File: src/rtl/fetch_stage.sv
// fetch_stage -- instruction-fetch stage.
//
// Owns the PC, a single-outstanding-request handshake to instruction memory,
// a one-entry fetch buffer and the IF/ID register. Branch/jump targets are
// computed from the instruction held in IF/ID; the control unit decides the
// redirect through pcSrc/jORb and steers the stage with pcWrite, ifidWrite
// and ifidFlush.
//
// Ports:
//   clk, rst                 clock, synchronous active-high reset
//   pcSrc, jORb              redirect request for ID (jORb: 1=branch, 0=jump)
//   pcWrite                  0 = hold PC and block new requests
//   ifidWrite, ifidFlush     IF/ID hold / load-bubble controls
//   imemReq, imemAddr        one-cycle request pulse and its address
//   imemValid, imemData      response strobe and instruction word
//   pc                       address of the next request
//   ifidINS/PC4/Valid        IF/ID contents
//   fetchBusy                request outstanding
//   perfBubbles/Redirects    performance counters
//
// Build option: define FETCH_PERF_EN to build the performance counters;
// otherwise both perf ports read 0 and no counter logic exists.
module fetch_stage #(
  parameter logic [31:0] RESET_PC = 32'h0000_0000,
  parameter logic [31:0] NOP_INS  = 32'h0000_0000
) (
  input  logic        clk,
  input  logic        rst,
  input  logic        pcSrc,
  input  logic        pcWrite,
  input  logic        ifidWrite,
  input  logic        ifidFlush,
  input  logic        jORb,
  output logic        imemReq,
  output logic [31:0] imemAddr,
  input  logic        imemValid,
  input  logic [31:0] imemData,
  output logic [31:0] pc,
  output logic [31:0] ifidINS,
  output logic [31:0] ifidPC4,
  output logic        ifidValid,
  output logic        fetchBusy,
  output logic [31:0] perfBubbles,
  output logic [31:0] perfRedirects
);

  localparam logic [0:0] IDLE = 1'b0;
  localparam logic [0:0] WAIT = 1'b1;

  logic [0:0]  state;
  logic        squash;
  logic        buf_valid;
  logic [31:0] buf_ins;
  logic [31:0] buf_pc4;
  logic [31:0] tag_pc4;   // PC+4 of the outstanding request

  logic        redirect, resp, resp_ok, issue, bubble_load;
  logic [31:0] br_target, j_target, target;

  assign redirect  = pcSrc & ifidValid;
  assign resp      = (state == WAIT) & imemValid;
  assign resp_ok   = resp & ~squash;
  // Issue needs an empty buffer, so the buffer can never overflow.
  assign issue     = ~rst & (state == IDLE) & pcWrite & ~buf_valid & ~redirect;

  assign br_target = ifidPC4 + {{14{ifidINS[15]}}, ifidINS[15:0], 2'b00};
  assign j_target  = {ifidPC4[31:28], ifidINS[25:0], 2'b00};
  assign target    = jORb ? br_target : j_target;

  assign imemReq   = issue;
  assign imemAddr  = issue ? pc : 32'h0;
  assign fetchBusy = (state == WAIT);

  // IF/ID loads a bubble only because nothing was available to load.
  assign bubble_load = ~redirect & ~ifidFlush & ifidWrite & ~buf_valid & ~resp_ok;

  always_ff @(posedge clk) begin
    if (rst) begin
      state     <= IDLE;
      squash    <= 1'b0;
      buf_valid <= 1'b0;
      buf_ins   <= 32'h0;
      buf_pc4   <= 32'h0;
      tag_pc4   <= 32'h0;
      pc        <= RESET_PC;
      ifidINS   <= NOP_INS;
      ifidPC4   <= 32'h0;
      ifidValid <= 1'b0;
    end else begin
      if (resp)       state <= IDLE;
      else if (issue) state <= WAIT;

      if (resp) squash <= 1'b0;

      if (issue) begin
        pc      <= pc + 32'd4;
        tag_pc4 <= pc + 32'd4;
      end

      if (redirect) begin
        // A same-cycle response is dropped simply by not using it; a
        // response still in flight is marked for dropping on arrival.
        pc        <= target;
        buf_valid <= 1'b0;
        ifidINS   <= NOP_INS;
        ifidValid <= 1'b0;
        if (state == WAIT && !imemValid) squash <= 1'b1;
      end else if (ifidFlush || !ifidWrite) begin
        if (ifidFlush) begin
          ifidINS   <= NOP_INS;
          ifidValid <= 1'b0;
        end
        if (resp_ok) begin
          buf_valid <= 1'b1;
          buf_ins   <= imemData;
          buf_pc4   <= tag_pc4;
        end
      end else if (buf_valid) begin
        ifidINS   <= buf_ins;
        ifidPC4   <= buf_pc4;
        ifidValid <= 1'b1;
        buf_valid <= resp_ok;
        if (resp_ok) begin
          buf_ins <= imemData;
          buf_pc4 <= tag_pc4;
        end
      end else if (resp_ok) begin
        ifidINS   <= imemData;
        ifidPC4   <= tag_pc4;
        ifidValid <= 1'b1;
      end else begin
        ifidINS   <= NOP_INS;
        ifidValid <= 1'b0;
      end
    end
  end

`ifdef FETCH_PERF_EN
  logic [31:0] bubbles_q, redirects_q;

  always_ff @(posedge clk) begin
    if (rst) begin
      bubbles_q   <= 32'h0;
      redirects_q <= 32'h0;
    end else begin
      if (bubble_load) bubbles_q   <= bubbles_q + 32'd1;
      if (redirect)    redirects_q <= redirects_q + 32'd1;
    end
  end

  assign perfBubbles   = bubbles_q;
  assign perfRedirects = redirects_q;
`else
  logic unused_perf;
  assign unused_perf   = bubble_load;
  assign perfBubbles   = 32'h0;
  assign perfRedirects = 32'h0;
`endif

endmodule

File: config.mk
export PLATFORM = sky130hd
export DESIGN_NAME = fetch_stage
export DESIGN_NICKNAME = d
export VERILOG_FILES = /design/src/rtl/fetch_stage.sv
export SDC_FILE = /design/constraint.sdc
export NUM_CORES = 1
export LEC_CHECK = 0
export BUFFER_PORTS_ARGS = -buffer_cell sky130_fd_sc_hd__buf_2
export CAP_MARGIN = 20
export CORE_ASPECT_RATIO = 1.75
export CORE_MARGIN = 2
export CORE_UTILIZATION = 50
export DETAILED_ROUTE_END_ITERATION = 7
export GPL_ROUTABILITY_DRIVEN = 0
export PLACE_DENSITY_LB_ADDON = 0.15
export SYNTH_ARGS = -nofsm -noshare
export SYNTH_HDL_FRONTEND = slang
export SYNTH_SLANG_ARGS = --single-unit
File: constraint.sdc
create_clock -name clk -period 2.7 [get_ports clk]
set_input_delay 0 -clock clk [delete_from_list [all_inputs] [get_ports clk]]
set_output_delay 0 -clock clk [all_outputs]
set_load 0.005 [all_outputs]
# Yosys cells after proc, flatten, opt, wreduce, memory -nomap -nowiden
# Cells that the tools add are included.
word_totals:
  elab_cells: 64
  reg_bits: 196
  input_bits: 40
op_classes:
  addsub: 2
  bitwise_logic: 13
  n_mux: 26
  eq_ne: 2
  reduce_logical: 11
op_table:
  columns: ["cell", "count"]
  rows:
  - ["$mux 32", 16]
  - ["$add 32x3->32 const B", 1]
  - ["$add 32x32->32", 1]
  - ["$mux 1", 10]
  - ["$and 1x1->1", 7]
  - ["$not 1->1", 6]
  - ["$reduce_bool 2->1", 3]
  - ["$ne 2x2->1 const B", 2]
  - ["$reduce_or 2->1", 2]
  - ["$reduce_and 3->1", 1]
  - ["$logic_not 1->1", 2]
  - ["$reduce_and 2->1", 1]
  - ["$logic_and 1x1->1", 1]
  - ["$logic_or 1x1->1", 1]

# Longest topological paths before layout
depth:
  ltp_word: 7
  mapped_depth: 10
  mapped_depth_nobuf: 10

# Worst setup path before layout
# Ideal clock, no wire load.
synth_timing:
  kind: "reg-to-reg"
  start: "register ifidINS[0]"
  end: "register pc[30]"
  period_less_slack_ps: 2739
  t_arrival_ps: 2619
  path_slack_ps: -39
  required_ps: 2580
  path_stages_with_launch: 11
  cell_sequence: "dfxtp_1 > ha_1 > fa_1 > a211oi_2 > nor4_4 > nor4b_2 > o21ai_1 > o211ai_2 > a21oi_1 > o311a_1 > o31a_1"
synth_between:
  elab_chain_cells: 3
synth_rtl:
  columns: ["element", "line_no", "source"]
  rows:
  - ["start, declared", "39", "output logic [31:0] ifidINS,"]
  - ["start signal, assigned", "119", "ifidINS <= buf_ins;"]
  - ["start signal, assigned", "128", "ifidINS <= imemData;"]
  - ["$add 32x32->32", "66", "assign br_target = ifidPC4 + {{14{ifidINS[15]}}, ifidINS[15:0], 2'b00};"]
  - ["$mux 32", "68", "assign target = jORb ? br_target : j_target;"]
  - ["$mux 32", "100", "if (redirect) begin"]
  - ["end signal, assigned", "96", "pc <= pc + 32'd4;"]
  - ["end signal, assigned", "103", "pc <= target;"]
  - ["end, declared", "38", "output logic [31:0] pc,"]
# Every way passes these cells.
# A chain may end at the register's enable or synchronous reset.

# Worst setup path in the final report
layout_timing:
  start: "register ifidPC4[2]"
  end: "register pc[28]"
layout_between:
  elab_chain_cells: 3
layout_rtl:
  columns: ["element", "line_no", "source"]
  rows:
  - ["start, declared", "40", "output logic [31:0] ifidPC4,"]
  - ["start signal, assigned", "120", "ifidPC4 <= buf_pc4;"]
  - ["start signal, assigned", "129", "ifidPC4 <= tag_pc4;"]
  - ["$add 32x32->32", "66", null]
  - ["$mux 32", "68", null]
  - ["$mux 32", "100", null]
# Every way passes these cells.

==> results.py <==
metrics = {
    "status": {
        "status": "finished clean",
    },
    "final_layout": {
        "antenna_cells": 0,
        "fillers": 1998,
        "syn2layout_area_growth_pct": 19.0,
        "drive_above_1_share_pct": 20.5,
        "multiInputGateArea_sq_um": 6280,
        "post-route-util_pct": 60.5,
        "seq_area_sq_um": 3930,
        "num-nets-final": 1606,
    },
    "worst_setup_path": {
        "critPathSlowestCell": "fa_2",
        "reg2reg_to": "pc[28]$_SDFFE_PP0P_",
        "crit_fanout": 3,
        "r2r-start": "ifidPC4[2]$_SDFFE_PP0P_",
        "r2r_cells": 11,
        "ff2ff_setup_slack_ps": 100,
        "critical-path-max-stage-delay_ps": 370,
        "critPathLaunchType": "register",
        "cp-end-kind": "register",
        "cp.required_ps": 3090,
        "cp.arrival_ps": 2990,
        "path_class": "register to register",
        "path_cells": "ha_4, fa_2, a211oi_4, nor4_4, o31ai_2, a21oi_2, o21ai_1, buf_4, a2bb2oi_2, mux2_4, a31oi_1",
    },
    "yosys": {
        "async_flop_share_pct": 0,
        "synth.area.top_cells": "dfxtp_1, a211oi_1, nand2_1",
        "synth_top_area_share_pct": 36.0,
        "netlist_instances": 1342,
        "synth_flop_cell": "dfxtp_1",
        "yosys_warnings": 0,
        "synth_edf_count": 0,
        "syn-cell-area_sq_um": 10900,
        "synthDistinctLibCells": 71,
        "synth_top_cell_by_area": "dfxtp_1",
        "syn_avg_cell_area_sq_um": 8.12,
        "yosysSeqAreaShare_pct": 36.0,
        "synth_seq_cells": 196,
    },
    "floorplanning": {
        "dieHeight_microns": 199,
        "initial_core_util_pct": 50.9,
        "std_cell_rows": 71,
        "io-pin-count": 235,
        "fp.dieW_microns": 116,
        "die-area_sq_um": 23000,
        "coreArea_sq_um": 21400,
    },
    "clock_network": {
        "clock-root-buffer": "clkbuf_16",
        "cts.sinks": 196,
        "clkSlewWorstSetupHoldPaths_ps": 80,
        "cts_tree": "yes",
        "clock_tree.buffer_depth": 2,
        "cts_inserted_buffers": 17,
        "htreeDepth": 4,
        "clk_latency_ps": 460,
    },
    "grt": {
        "grt_pass1_vias": 9246,
        "grt_max_degree": 88,
        "grt_util_met3_pct": 3.94,
        "use_met1_pct": 32.9,
        "busiest_layer": "met2",
        "antenna_found_initial": 0,
        "grtUsageMet2_pct": 46.5,
        "grt_pass1_wl_microns": 48700,
        "grt_use_total_pct": 27.2,
        "grt_overflow_total": 0,
    },
    "timing": {
        "setup_viol": 0,
        "setup_ws_ps": 98.3,
        "fin_skew_ps": 9.49,
        "fin_setup_tns_ps": 0,
        "clock.fmax_mhz": 384,
        "fin_crit_ps": 2600,
        "post-route-period-util_pct": 96.4,
        "rsz0062_at_grt": "yes",
        "hold_viol": 0,
        "tightest_slew_ps": 992,
        "maxSlewViolCount": 0,
        "slew_headroom_pct": 33.8,
    },
    "power_and_ir_drop": {
        "leakagePower_nw": 5.36,
        "powerDensity_nw_per_um2": 485,
        "ir_worst_vdd_mv": 0.355,
    },
    "drt": {
        "drt_wl_total_microns": 31400,
        "via_per_inst": 5.49,
        "num_vias": 10100,
        "postRouteAntennaNets": 0,
        "drt_first_pass_iters": 7,
        "wl_per_cell_microns": 17.0,
        "drc": 0,
        "drt_iter0_markers": 550,
    },
    "placed_design": {
        "dp_slack_ps": -83.2,
        "io_buffers": 170,
        "hpwl_microns": 22300,
    },
    "min_path": {
        "hold_end": "buf_valid$_SDFFE_PP0P_",
        "min_from": "ifidFlush",
        "hold_depth": 4,
        "hp-class": "primary input to register",
    },
    "job": {
        "drv_cap": 0,
    },
}
## power breakdown
group	switching, W	internal [W]	leakage, nW	total, W
Clock	0.00121	0.00133	0.281	0.00254
Combinational	0.000414	0.000273	3.49	0.000687
Sequential	0.0000857	0.00298	1.59	0.00306
## cells in the mapped netlist, drive strengths merged, types with 30 or more instances
library cell  instances
dfxtp               196
nand2               187
nor2                148
a21oi               122
a211oi              116
buf                  83
clkbuf               77
xnor2                44
mux2i                41
and3                 37
a22oi                32
o21ai                32
ha                   30
## flip-flops by register name, indices dropped and copies added, names as in the netlist, named ones only
| signal | flops |
|---|---|
| buf_pc4 | 32 |
| ifidINS | 32 |
| pc | 32 |
| buf_ins | 32 |
| ifidValid | 1 |
| tag_pc4 | 32 |
| fetchBusy | 1 |
| ifidPC4 | 32 |
| buf_valid | 1 |
## cell families (layout without fill, tap and decap cells)
| kind of cell | count (synthesis) | in the layout | share of synthesized area [%] |
|---|---|---|---|
| AOI/OAI and AO/OA | 359 | 359 | 21.7 |
| muxes | 42 | 42 | 3.87 |
| adders and majority gates | 31 | 31 | 3.63 |
| other | 1 | 64 | 0.0344 |
| xor gates and xnor gates | 71 | 71 | 5.71 |
| buffers and inverters | 181 | 324 | 9.23 |
| DFF | 196 | 196 | 36.0 |
| and+or+nand+nor | 461 | 461 | 19.8 |
## stage by stage
stage	total power (W)	instance area (sq um)	hold slack, ps	std cells
floorplan	0.00359	11100	100	1405
global placement	0.00375	12000	214	1770
detailed placement	0.00377	12000	224	1770
CTS	0.00633	12900	33.7	1837
global route	0.00653	13000	91.2	1840
finish	0.00629	13000	47.5	1840
## layout make-up
class / count / share of cell area [%]
clock inverter: 13 / 0.946
timing repair buffer: 273 / 13.4
tap: 292 / 2.82
sequential: 196 / 30.3
multi-input combinational: 1028 / 48.5
clock buffer: 19 / 3.50
inverter: 19 / 0.550
## critical path, delay by kind of cell, from the launching register on
family	cells	cell delay (ps)
flops	1	340
fa+ha+maj	2	530
compound gates	6	1100
mux	1	310
simple gates	1	100
buf+inv	1	150
## metal layers
layer	vias to the layer above	share of wire, %
met3	60	4.9
met4	0	3.7
li1	4988	-
met1	4716	41
met2	330	51
met5	-	0
## worst max-delay path by stage
| stage | start | endpoint | slack (ps) | depth (start not counted) |
|---|---|---|---|---|
| 3_3_place_gp | ifidINS[0]$_SDFFE_PP0P_ | pc[28]$_SDFFE_PP0P_ | -60 | 11 |
| 3_5_place_dp | ifidINS[0]$_SDFFE_PP0P_ | pc[28]$_SDFFE_PP0P_ | -80 | 11 |
| 4_1_cts | ifidINS[0]$_SDFFE_PP0P_ | pc[28]$_SDFFE_PP0P_ | 10 | 11 |
| 5_1_grt | ifidPC4[2]$_SDFFE_PP0P_ | pc[28]$_SDFFE_PP0P_ | -30 | 11 |
| 2_1_floorplan | ifidINS[0]$_SDFFE_PP0P_ | pc[30]$_SDFFE_PP0P_ | 30 | 10 |
| 6_report | ifidPC4[2]$_SDFFE_PP0P_ | pc[28]$_SDFFE_PP0P_ | 100 | 11 |
## what timing repair did
action	4_1_cts	5_1_grt
hold buffers	34	0
hold endpoints to repair	67	0
setup buffers	1	3
pin swaps	3	8
gates resized for setup	4	9
setup endpoints to repair	2	14
## placed cells by master (no fill, tap or decap), drive strengths merged, types with 4 or more instances in the layout
| cell | synthesis | routed |
|---|---|---|
| xnor2 | 44 | 44 |
| clkbuf | 77 | 19 |
| o21ai | 32 | 32 |
| nor2 | 148 | 148 |
| nor2b | 4 | 4 |
| inv | 18 | 23 |
| clkinv | 1 | 6 |
| a311oi | 8 | 8 |
| a21oi | 122 | 122 |
| conb | 1 | 64 |
| buf | 83 | 239 |
| dlygate4sd3 | 0 | 34 |
| dfxtp | 196 | 196 |
| and3 | 37 | 37 |
| xor2 | 27 | 27 |
| nand2b | 4 | 4 |
| a211oi | 116 | 116 |
| nand3 | 28 | 28 |
| nor3 | 17 | 17 |
| a22oi | 32 | 32 |
| or3 | 6 | 6 |
| a221oi | 5 | 5 |
| a21o | 18 | 18 |
| nand4 | 12 | 12 |
| mux2i | 41 | 41 |
| nand2 | 187 | 187 |
| o21bai | 6 | 6 |
| nor4 | 5 | 5 |
| and2 | 4 | 4 |
| ha | 30 | 30 |
| a31oi | 8 | 8 |
Power figures use the tool's default switching activity.
